### config.mk
export PLATFORM = sky130hd
export DESIGN_NAME = interrupt_service_controller
export DESIGN_NICKNAME = d
export VERILOG_FILES = /design/src/rtl/interrupt_service_controller.sv
export SDC_FILE = /design/constraint.sdc
export NUM_CORES = 1
export LEC_CHECK = 0
export ABC_AREA = 1
export ABC_CLOCK_PERIOD_IN_PS = 2250
export BUFFER_PORTS_ARGS = -buffer_cell sky130_fd_sc_hd__buf_2
export CAP_MARGIN = 20
export CELL_PAD_IN_SITES_DETAIL_PLACEMENT = 0
export CELL_PAD_IN_SITES_GLOBAL_PLACEMENT = 1
export CORE_MARGIN = 1
export CORE_UTILIZATION = 39
export CTS_CLUSTER_DIAMETER = 150
export DETAILED_ROUTE_END_ITERATION = 8
export PLACE_DENSITY = 0.8
export SETUP_SLACK_MARGIN = 0.02
export SKIP_LAST_GASP = 1
export SYNTH_ARGS = -nofsm -noshare
export SYNTH_HDL_FRONTEND = slang
export SYNTH_SLANG_ARGS = --single-unit
export TNS_END_PERCENT = 20
### constraint.sdc
create_clock -name clk -period 2.25 [get_ports clk]
set_clock_uncertainty 0.2 [all_clocks]
set_input_delay 0.3375 -clock clk [delete_from_list [all_inputs] [get_ports clk]]
set_output_delay 0.3375 -clock clk [all_outputs]
set_load 0.03 [all_outputs]
### src/rtl/interrupt_service_controller.sv
`default_nettype none
// ============================================================================
// Module      : interrupt_service_controller
// Description : Requester-side companion of a round-robin arbiter. Captures
//               rising edges on irq_in into a pending vector, steps the
//               arbiter with a one-cycle ack, then offers the granted index
//               to a service engine over valid/ready and clears the pending
//               bit on svc_done.
// Revision    : 1.0 - initial release
// ============================================================================
module interrupt_service_controller #(
  parameter  int BUS_WIDTH = 32,
  localparam int ID_W      = (BUS_WIDTH > 1) ? $clog2(BUS_WIDTH) : 1
) (
  input  logic                 clk,
  input  logic                 rst,
  input  logic [BUS_WIDTH-1:0] irq_in,
  output logic [BUS_WIDTH-1:0] interrupt_bus,
  input  logic [ID_W-1:0]      bus_priority,
  output logic                 arbitration_ack,
  output logic                 svc_valid,
  output logic [ID_W-1:0]      svc_id,
  input  logic                 svc_ready,
  input  logic                 svc_done,
  output logic                 busy,
  output logic                 irq_lost
);

  localparam logic [2:0] c_st_idle    = 3'd0;
  localparam logic [2:0] c_st_arb     = 3'd1;
  localparam logic [2:0] c_st_settle  = 3'd2;
  localparam logic [2:0] c_st_offer   = 3'd3;
  localparam logic [2:0] c_st_service = 3'd4;

  logic [2:0]           r_state;
  logic [BUS_WIDTH-1:0] r_irq_q;
  logic [BUS_WIDTH-1:0] r_pending;
  logic [ID_W-1:0]      r_svc_id;
  logic                 r_irq_lost;
  logic [BUS_WIDTH-1:0] w_edge;
  logic [BUS_WIDTH-1:0] w_clear;

  assign w_edge = irq_in & ~r_irq_q;

  // One-hot clear mask: only the serviced line, only when completion is seen
  always_comb begin
    w_clear = '0;
    if ((r_state == c_st_service) && svc_done) begin
      for (int i = 0; i < BUS_WIDTH; i++) begin
        if (ID_W'(i) == r_svc_id) begin
          w_clear[i] = 1'b1;
        end
      end
    end
  end

  // Edge history, pending vector (set beats clear) and coalesced loss flag
  always_ff @(posedge clk or negedge rst) begin
    if (!rst) begin
      r_irq_q    <= '0;
      r_pending  <= '0;
      r_irq_lost <= 1'b0;
    end else begin
      r_irq_q    <= irq_in;
      r_pending  <= (r_pending & ~w_clear) | w_edge;
      r_irq_lost <= |(w_edge & r_pending & ~w_clear);
    end
  end

  // Service sequencer; svc_id is captured one cycle after the ack so the
  // arbiter has had its update edge
  always_ff @(posedge clk or negedge rst) begin
    if (!rst) begin
      r_state  <= c_st_idle;
      r_svc_id <= '0;
    end else begin
      case (r_state)
        c_st_idle: begin
          if (|r_pending) begin
            r_state <= c_st_arb;
          end
        end
        c_st_arb: begin
          r_state <= c_st_settle;
        end
        c_st_settle: begin
          r_svc_id <= bus_priority;
          r_state  <= c_st_offer;
        end
        c_st_offer: begin
          if (svc_ready) begin
            r_state <= c_st_service;
          end
        end
        c_st_service: begin
          if (svc_done) begin
            r_state <= c_st_idle;
          end
        end
        default: begin
          r_state <= c_st_idle;
        end
      endcase
    end
  end

  assign interrupt_bus   = r_pending;
  assign arbitration_ack = (r_state == c_st_arb);
  assign svc_valid       = (r_state == c_st_offer);
  assign svc_id          = r_svc_id;
  assign busy            = (r_state != c_st_idle);
  assign irq_lost        = r_irq_lost;

endmodule
`default_nettype wire

==> results of run 1 <==
[critical path, stage by stage (launching register included)]
cell and delay, ns:
dfrtp_1 0.46, nor2_2 0.37, nand2_1 0.12, nor2_1 0.10, nand2_1 0.08, nand2_1 0.11
nand2_1 0.07, nor2_1 0.11, nand2_1 0.06, nor2_1 0.10, nand2_1 0.06
[worst paths after layout]
kind / from / to / slack (ns) / cells past startpoint
max in group asynchronous: rst / r_irq_q[5] / 1.19 / 3
setup reg to reg: svc_id[1] / irq_lost / 0.32 / 10
min in group asynchronous: rst / r_irq_q[6] / 0.33 / 3
setup / recovery: svc_id[1] / irq_lost / 0.32 / 10
hold reg to reg: r_irq_q[27] / interrupt_bus[27] / 0.24 / 1
hold / removal: bus_priority[0] / svc_id[0] / 0.02 / 3
[power breakdown]
| group | switching [mW] | internal, mW | total, mW |
|---|---|---|---|
| Sequential | 0.132 | 1.42 | 1.56 |
| Clock | 0.473 | 0.417 | 0.890 |
| Combinational | 0.785 | 0.319 | 1.10 |
[flip-flops by register name, indices dropped and copies added, names as in the netlist]
signal,cells
svc_id,5
interrupt_bus,32
r_irq_q,32
irq_lost,1
r_state,3
[cell type report]
class,instances,area [µm²]
inverter,52,195
clock inverter,4,20.0
fill,809,3910
tap,105,131
timing repair buffer,117,771
multi-input combinational,253,1270
clock buffer,11,141
sequential,73,1830
[cell usage in the layout (no fill, tap or decap), types with 23 or more instances in the layout]
cell	n
buf_2	81
nor3b_1	23
o21ai_0	63
dlygate4sd3_1	33
nand2_1	43
dfrtp_1	73
nor2_1	32
inv_1	48
o21ai_1	29
nand3_1	31
[metal layers]
layer / up-vias / wire (µm) / GRT usage [%]
met3: 10 / 369 / 3.70
li1: 1534 / - / -
met4: 0 / 131 / 8.59
met1: 1416 / 4160 / 28.6
met2: 75 / 3970 / 33.8
met5: - / 0 / 0
[timing repair]
item                                   4_1_cts  5_1_grt
gates resized for setup                      0        1
endpoints found under the hold margin      105        0
setup endpoints to repair                    0        1
hold buffers                                33        0
[stage by stage]
step	power, mW	area (µm²)	cells	util [%]
2_1_floorplan	2.29	3330	388	-
3_3_place_gp	2.63	3860	567	46.7
3_5_place_dp	2.64	3860	567	46.7
4_1_cts	3.58	4350	615	52.7
5_1_grt	3.78	4350	615	52.7
6_report	3.55	4350	615	52.7
[cells by family (layout without fill, tap and decap cells)]
family / count (synthesis) / count (layout) / synth area share, %
AND/OR/NAND/NOR: 155 / 155 / 23.2
flip-flops: 73 / 73 / 54.8
AO/OA/AOI/OAI: 98 / 98 / 14.7
buffers and inverters: 62 / 184 / 7.21
==> impl_metrics.json, run 1 <==
{
  "place_ws_ns": 0.283,
  "grt-ovfl-total": 0,
  "post_drt_wl_per_cell_um": 14.0,
  "synth_top_area_share_pct": 54.8,
  "max-clock-path-buffers": 2,
  "cts_tree": "yes",
  "die_area_um2": 8910,
  "die_w_um": 94.4,
  "worst_pin_slew_ns": 0.526,
  "place_hpwl_mm": 6.32,
  "critPathLaunchType": "flip-flop",
  "relSlewSlack_pct": 64.9,
  "yosysMostFrequentCell": "dfrtp_1",
  "critical_path_class": "reg -> reg",
  "die_h_um": 94.4,
  "irDropWorstVdd_v": 0.000802,
  "drtAntennaViolNets": 0,
  "antenna_cells": 0,
  "synth_edf_count": 0,
  "nets": 547,
  "p_leak_nw": 1.93,
  "track_usage_pct": 21.2,
  "postCtsSetupRepairBufs": 0,
  "rsz0062_at_grt": "false",
  "drcViolationCount": 0,
  "grt_max_degree": 74,
  "path_max_fanout": 7,
  "cts_htree_levels": 3,
  "place.gp.congestion": 0.825,
  "whs_ns": 0.0239,
  "synth_cell_types": 20,
  "viasPerCell": 4.93,
  "final_layout_size_suffix_gt1_share_pct": 21.6,
  "first_iter_violations": 157,
  "cp-end-kind": "flip-flop",
  "ys_top_cells_by_area": "dfrtp_1 (55%), o21ai_0 (9.5%), inv_1 (5.4%)",
  "row_count": 33,
  "grt_pass1_vias": 3024,
  "syn-num-nets": 429,
  "finalCriticalPeriod_ns": 1.93,
  "syn-cell-area_um2": 3330,
  "cp.required_ns": 2.30,
  "synth_largest_area_cell": "dfrtp_1",
  "syn_inst": 388,
  "tns_ns": 0,
  "postLayoutSetupSlackWorst_ns": 0.316,
  "maxCapViolCount": 0,
  "cts.clk_slew.worst_paths_ns": 0.07,
  "power.density_nw_per_um2": 816,
  "drv_slew": 0,
  "seq_area_frac_synth_pct": 54.8,
  "clock-sinks": 73,
  "arrival_ns": 1.98,
  "outcome": "finished, final reports clean",
  "hold_path_class": "in -> reg",
  "cts_buffers": 9,
  "antenna_found_initial": 0,
  "portBuffers": 81,
  "core_um2": 8260,
  "ioPinCount": 82,
  "clock_latency_ns": 0.35,
  "grt_pass1_wl_mm": 14.2,
  "setup_viol": 0,
  "cts_root_buf": "clkbuf_8",
  "maxClockFrequency_ghz": 0.517,
  "dr.pass1.iters": 4,
  "synthFlopType": "dfrtp_1",
  "synth_area_per_cell_um2": 8.58,
  "hold_viol": 0,
  "routed_wl_mm": 8.63,
  "fin_crit_sh_pct": 85.9,
  "async_reset_ff_share_pct": 100,
  "start_util_pct": 40.3,
  "synthToLayoutAreaGrowth_pct": 30.7,
  "vias": 3035,
  "yosys_warnings": 0,
  "ys_seq_elements": 73,
  "synth_common_cells": "dfrtp_1 (73), o21ai_0 (63), inv_1 (48)"
}
(Power assumes the default switching activity.)
==> run 2: changes to the inputs <==
--- a/config.mk
+++ b/config.mk
@@ -9,5 +9,5 @@
 export ABC_CLOCK_PERIOD_IN_PS = 2250
 export BUFFER_PORTS_ARGS = -buffer_cell sky130_fd_sc_hd__buf_2
-export CAP_MARGIN = 20
+export CAP_MARGIN = 15
 export CELL_PAD_IN_SITES_DETAIL_PLACEMENT = 0
 export CELL_PAD_IN_SITES_GLOBAL_PLACEMENT = 1
==> constraint.sdc (replaced) <==
create_clock -name clk -period 2.25 [get_ports clk]
set_clock_uncertainty 0.2 [all_clocks]
set_input_delay 0.5625 -clock clk [delete_from_list [all_inputs] [get_ports clk]]
set_output_delay 0.5625 -clock clk [all_outputs]
set_load 0.03 [all_outputs]
==> run 2 against run 1 <==
  * First-iteration DRC count rose by 7.6%
  * Setup slack lost 0.11 ns
  * Power fell by 0.81%
  * Non-clock buffer count down 32
  * Sequential share of layout area is 3.3 points higher
  * Combinational power down 5%
  * Cell area decreased by 7.3%
  * Critical endpoint is now arbitration_ack
==> impl_metrics.json, run 2 (same netlist as run 1, synthesis figures left out) <==
{
  "core_um2": 8260,
  "grt_max_degree": 74,
  "nets": 515,
  "pwr-share-comb_pct": 29.7,
  "cts_htree_levels": 3,
  "hold_viol": 0,
  "antenna_cells": 0,
  "hold_path_class": "in -> async",
  "p_total_mw": 3.52,
  "row_count": 33,
  "final_layout_size_suffix_gt1_share_pct": 22.7,
  "stdcell_area_um2": 4030,
  "maxCapViolCount": 0,
  "cts_root_buf": "clkbuf_8",
  "drtAntennaViolNets": 0,
  "mostFrequentLayoutCells": "buf_2 (81), dfrtp_1 (73), o21ai_0 (63)",
  "place_area_um2": 3860,
  "relSlewSlack_pct": 72.3,
  "post_cts_resized": 0,
  "critPathLaunchType": "flip-flop",
  "ioPinCount": 82,
  "vias": 2914,
  "cp.required_ns": 1.49,
  "p_clk_share_pct": 26.2,
  "switchingPower_mw": 1.34,
  "fin_crit_sh_pct": 90.8,
  "finalCriticalPeriod_ns": 2.04,
  "grt-ovfl-total": 0,
  "path_max_fanout": 7,
  "worst_pin_slew_ns": 0.414,
  "p_leak_nw": 1.79,
  "place_hpwl_mm": 6.59,
  "clock_latency_ns": 0.34,
  "cts_tree": "yes",
  "power.density_nw_per_um2": 873,
  "start_util_pct": 40.3,
  "track_usage_pct": 21.2,
  "whs_ns": 0.0481,
  "die_h_um": 94.4,
  "viasPerCell": 5.02,
  "tns_ns": 0,
  "cts_hold_buf": 0,
  "clock-sinks": 73,
  "place.gp.congestion": 0.803,
  "drv_slew": 0,
  "die_area_um2": 8910,
  "postCtsSetupRepairBufs": 0,
  "arrival_ns": 1.28,
  "p_int_mw": 2.18,
  "maxClockFrequency_ghz": 0.490,
  "post_drt_wl_per_cell_um": 14.7,
  "antenna_found_initial": 0,
  "crit_start": "r_state[2]",
  "switching_share_pct": 38.1,
  "rr_startpoint": "svc_id[2]",
  "rsz0062_at_grt": "false",
  "setup_viol": 0,
  "cts_buffers": 9,
  "irDropWorstVdd_v": 0.000579,
  "portBuffers": 81,
  "grt_pass1_vias": 2886,
  "max-clock-path-buffers": 2,
  "drcViolationCount": 0,
  "routed_wl_mm": 8.56,
  "grt_pass1_wl_mm": 14.1,
  "first_iter_violations": 169,
  "power_frac_seq_pct": 44.1,
  "critical_path_class": "reg -> out",
  "dr.pass1.iters": 5,
  "final_common_cell": "buf_2",
  "outcome": "finished, final reports clean",
  "die_w_um": 94.4,
  "cp-end-kind": "output pin",
  "synthToLayoutAreaGrowth_pct": 21.1,
  "cts.clk_slew.worst_paths_ns": 0.07
}
-- run 2: metrics by stage --
| step | worst slack (ns) | cells | utilization (%) |
|---|---|---|---|
| final | 0.207 | 581 | 48.8 |
| after global routing | 0.104 | 581 | 48.8 |
| after CTS | 0.180 | 581 | 48.8 |
| after detailed placement | 0.257 | 568 | 46.8 |
| after global placement | 0.262 | 568 | 46.8 |
| after floorplan | 0.266 | 388 | - |
-- run 2: area by class of cell --
type	instances	area [µm²]
inverter	52	195
tap	105	131
sequential	73	1830
clock buffer	13	169
timing repair buffer	85	448
multi-input combinational	253	1260
fill	859	4220
-- run 2: final timing paths --
path,slack [ns],cells past startpoint,endpoint
setup reg to reg,0.35,8,irq_lost
hold reg to reg,0.26,1,interrupt_bus[4]
max in group asynchronous,1.51,2,interrupt_bus[16]
min in group clk,0.14,1,r_irq_q[19]
hold / removal,0.05,2,interrupt_bus[6]
setup / recovery,0.21,2,arbitration_ack
-- run 2: critical path, stage by stage (launching register included) --
cell and delay (ns):
dfrtp_1 0.45, nor3b_1 0.25, buf_2 0.24
-- run 2: routing by layer --
layer | share of wire, % | vias to the layer above | global-route usage (%)
li1 | - | 1462 | -
met1 | 48 | 1368 | 29.0
met2 | 46 | 72 | 32.7
met3 | 4.9 | 12 | 4.43
met4 | 1.7 | 0 | 8.72
met5 | 0 | - | 0
-- run 2: power by group through the flow --
| stage | Combinational, mW | Clock (mW) | Sequential, mW |
|---|---|---|---|
| 2_1_floorplan | 0.619 | 0 | 1.67 |
| 3_3_place_gp | 1.05 | 0 | 1.57 |
| 3_5_place_dp | 1.05 | 0 | 1.58 |
| 4_1_cts | 1.06 | 0.948 | 1.55 |
| 5_1_grt | 1.17 | 0.996 | 1.57 |
| 6_report | 1.05 | 0.923 | 1.55 |
==> run 3: changes to the inputs <==
Settings changed: REMOVE_ABC_BUFFERS from default to 1, SKIP_CTS_REPAIR_TIMING from default to 1.
==> run 3 against run 2 <==
  * Cell area up 1.3%
  * Count of clock-buffer cells in the layout unchanged
  * Via count rose by 0.41%
  * Die area unchanged
  * Largest cell class unchanged
==> impl_metrics.json, run 3 (same netlist as run 1, synthesis figures left out) <==
{
  "cp-end-kind": "output pin",
  "viasPerCell": 5.00,
  "worst_pin_slew_ns": 0.620,
  "max-clock-path-buffers": 2,
  "die_area_um2": 8910,
  "finalCriticalPeriod_ns": 2.06,
  "row_count": 33,
  "critPathLaunchType": "flip-flop",
  "p_leak_nw": 1.82,
  "placed_cells_incl_taps": 569,
  "die_h_um": 94.4,
  "hold_path_class": "in -> async",
  "setup_viol": 0,
  "drcViolationCount": 0,
  "die_w_um": 94.4,
  "place_ws_ns": 0.240,
  "switchingPower_mw": 1.41,
  "nets": 516,
  "dr.pass1.iters": 5,
  "place.gp.congestion": 0.815,
  "relSlewSlack_pct": 58.6,
  "maxCapViolCount": 0,
  "final_layout_size_suffix_gt1_share_pct": 22.9,
  "vias": 2926,
  "whs_ns": 0.0179,
  "final_cells": 585,
  "start_util_pct": 40.3,
  "clock_latency_ns": 0.35,
  "pwr-share-comb_pct": 29.8,
  "cts_htree_levels": 3,
  "cts_tree": "yes",
  "hold_viol": 0,
  "mostFrequentLayoutCells": "buf_2 (81), dfrtp_1 (73), o21ai_0 (63)",
  "p_total_mw": 3.67,
  "antenna_cells": 0,
  "core_um2": 8260,
  "power_frac_seq_pct": 42.5,
  "place_hpwl_mm": 6.66,
  "ioPinCount": 82,
  "final_common_cell": "buf_2",
  "critical_path_class": "reg -> out",
  "synthToLayoutAreaGrowth_pct": 22.7,
  "drtAntennaViolNets": 0,
  "power.density_nw_per_um2": 899,
  "outcome": "finished, final reports clean",
  "tns_ns": 0,
  "path_max_fanout": 7,
  "drv_slew": 0,
  "cts.clk_slew.worst_paths_ns": 0.08,
  "grt_pass1_wl_mm": 14.1,
  "cts_root_buf": "clkbuf_8",
  "arrival_ns": 1.30,
  "track_usage_pct": 21.4,
  "grt-ovfl-total": 0,
  "finish.utilization_pct": 49.5,
  "p_clk_share_pct": 27.7,
  "antenna_found_initial": 0,
  "switching_share_pct": 38.5,
  "routed_wl_mm": 8.74,
  "cp.required_ns": 1.49,
  "grt_max_degree": 61,
  "rsz0062_at_grt": "false",
  "r2r_slack_ns": 0.23,
  "cts_buffers": 9,
  "grt_pass1_vias": 2889,
  "clock-sinks": 73,
  "maxClockFrequency_ghz": 0.484,
  "place_area_um2": 3900,
  "stdcell_area_um2": 4090,
  "portBuffers": 81,
  "postLayoutSetupSlackWorst_ns": 0.186,
  "p_int_mw": 2.26,
  "fin_crit_sh_pct": 91.8,
  "first_iter_violations": 158,
  "post_drt_wl_per_cell_um": 14.9,
  "irDropWorstVdd_v": 0.000779
}
[run 3: path summary, 6_finish.rpt]
check / to / from / depth (start not counted)
max: arbitration_ack / r_state[2] / 2
max reg2reg: irq_lost / svc_id[1] / 8
max in group asynchronous: r_irq_q[29] / rst / 2
min in group clk: r_irq_q[4] / irq_in[4] / 1
min reg2reg: interrupt_bus[25] / r_irq_q[25] / 1
min: r_irq_q[19] / rst / 1
[run 3: critical path: stages (launching register included)]
cell and delay (ns):
dfrtp_1 0.45, nor3b_1 0.26, buf_2 0.24
[run 3: per-layer routing]
metal / share of wire, % / global-route usage, % / vias up
li1: - / - / 1459
met1: 44 / 28.4 / 1363
met2: 47 / 33.6 / 91
met3: 7.5 / 5.23 / 13
met4: 1.5 / 8.72 / 0
met5: 0 / 0 / -
[run 3: cell type report]
cell class                 count  area (µm²)
fill                         835        4170
sequential                    73        1830
multi-input combinational    253        1260
timing repair buffer          86         480
inverter                      52         195
clock buffer                  13         149
tap                          105         131
clock inverter                 3        40.0
[run 3: power by group through the flow]
| stage | Combinational (mW) | Sequential [mW] | Clock [mW] |
|---|---|---|---|
| final | 1.09 | 1.56 | 1.02 |
| after global routing | 1.20 | 1.58 | 1.09 |
| after CTS | 1.09 | 1.56 | 1.04 |
| after detailed placement | 1.08 | 1.59 | 0 |
| after global placement | 1.08 | 1.58 | 0 |
| after floorplan | 0.558 | 1.70 | 0 |
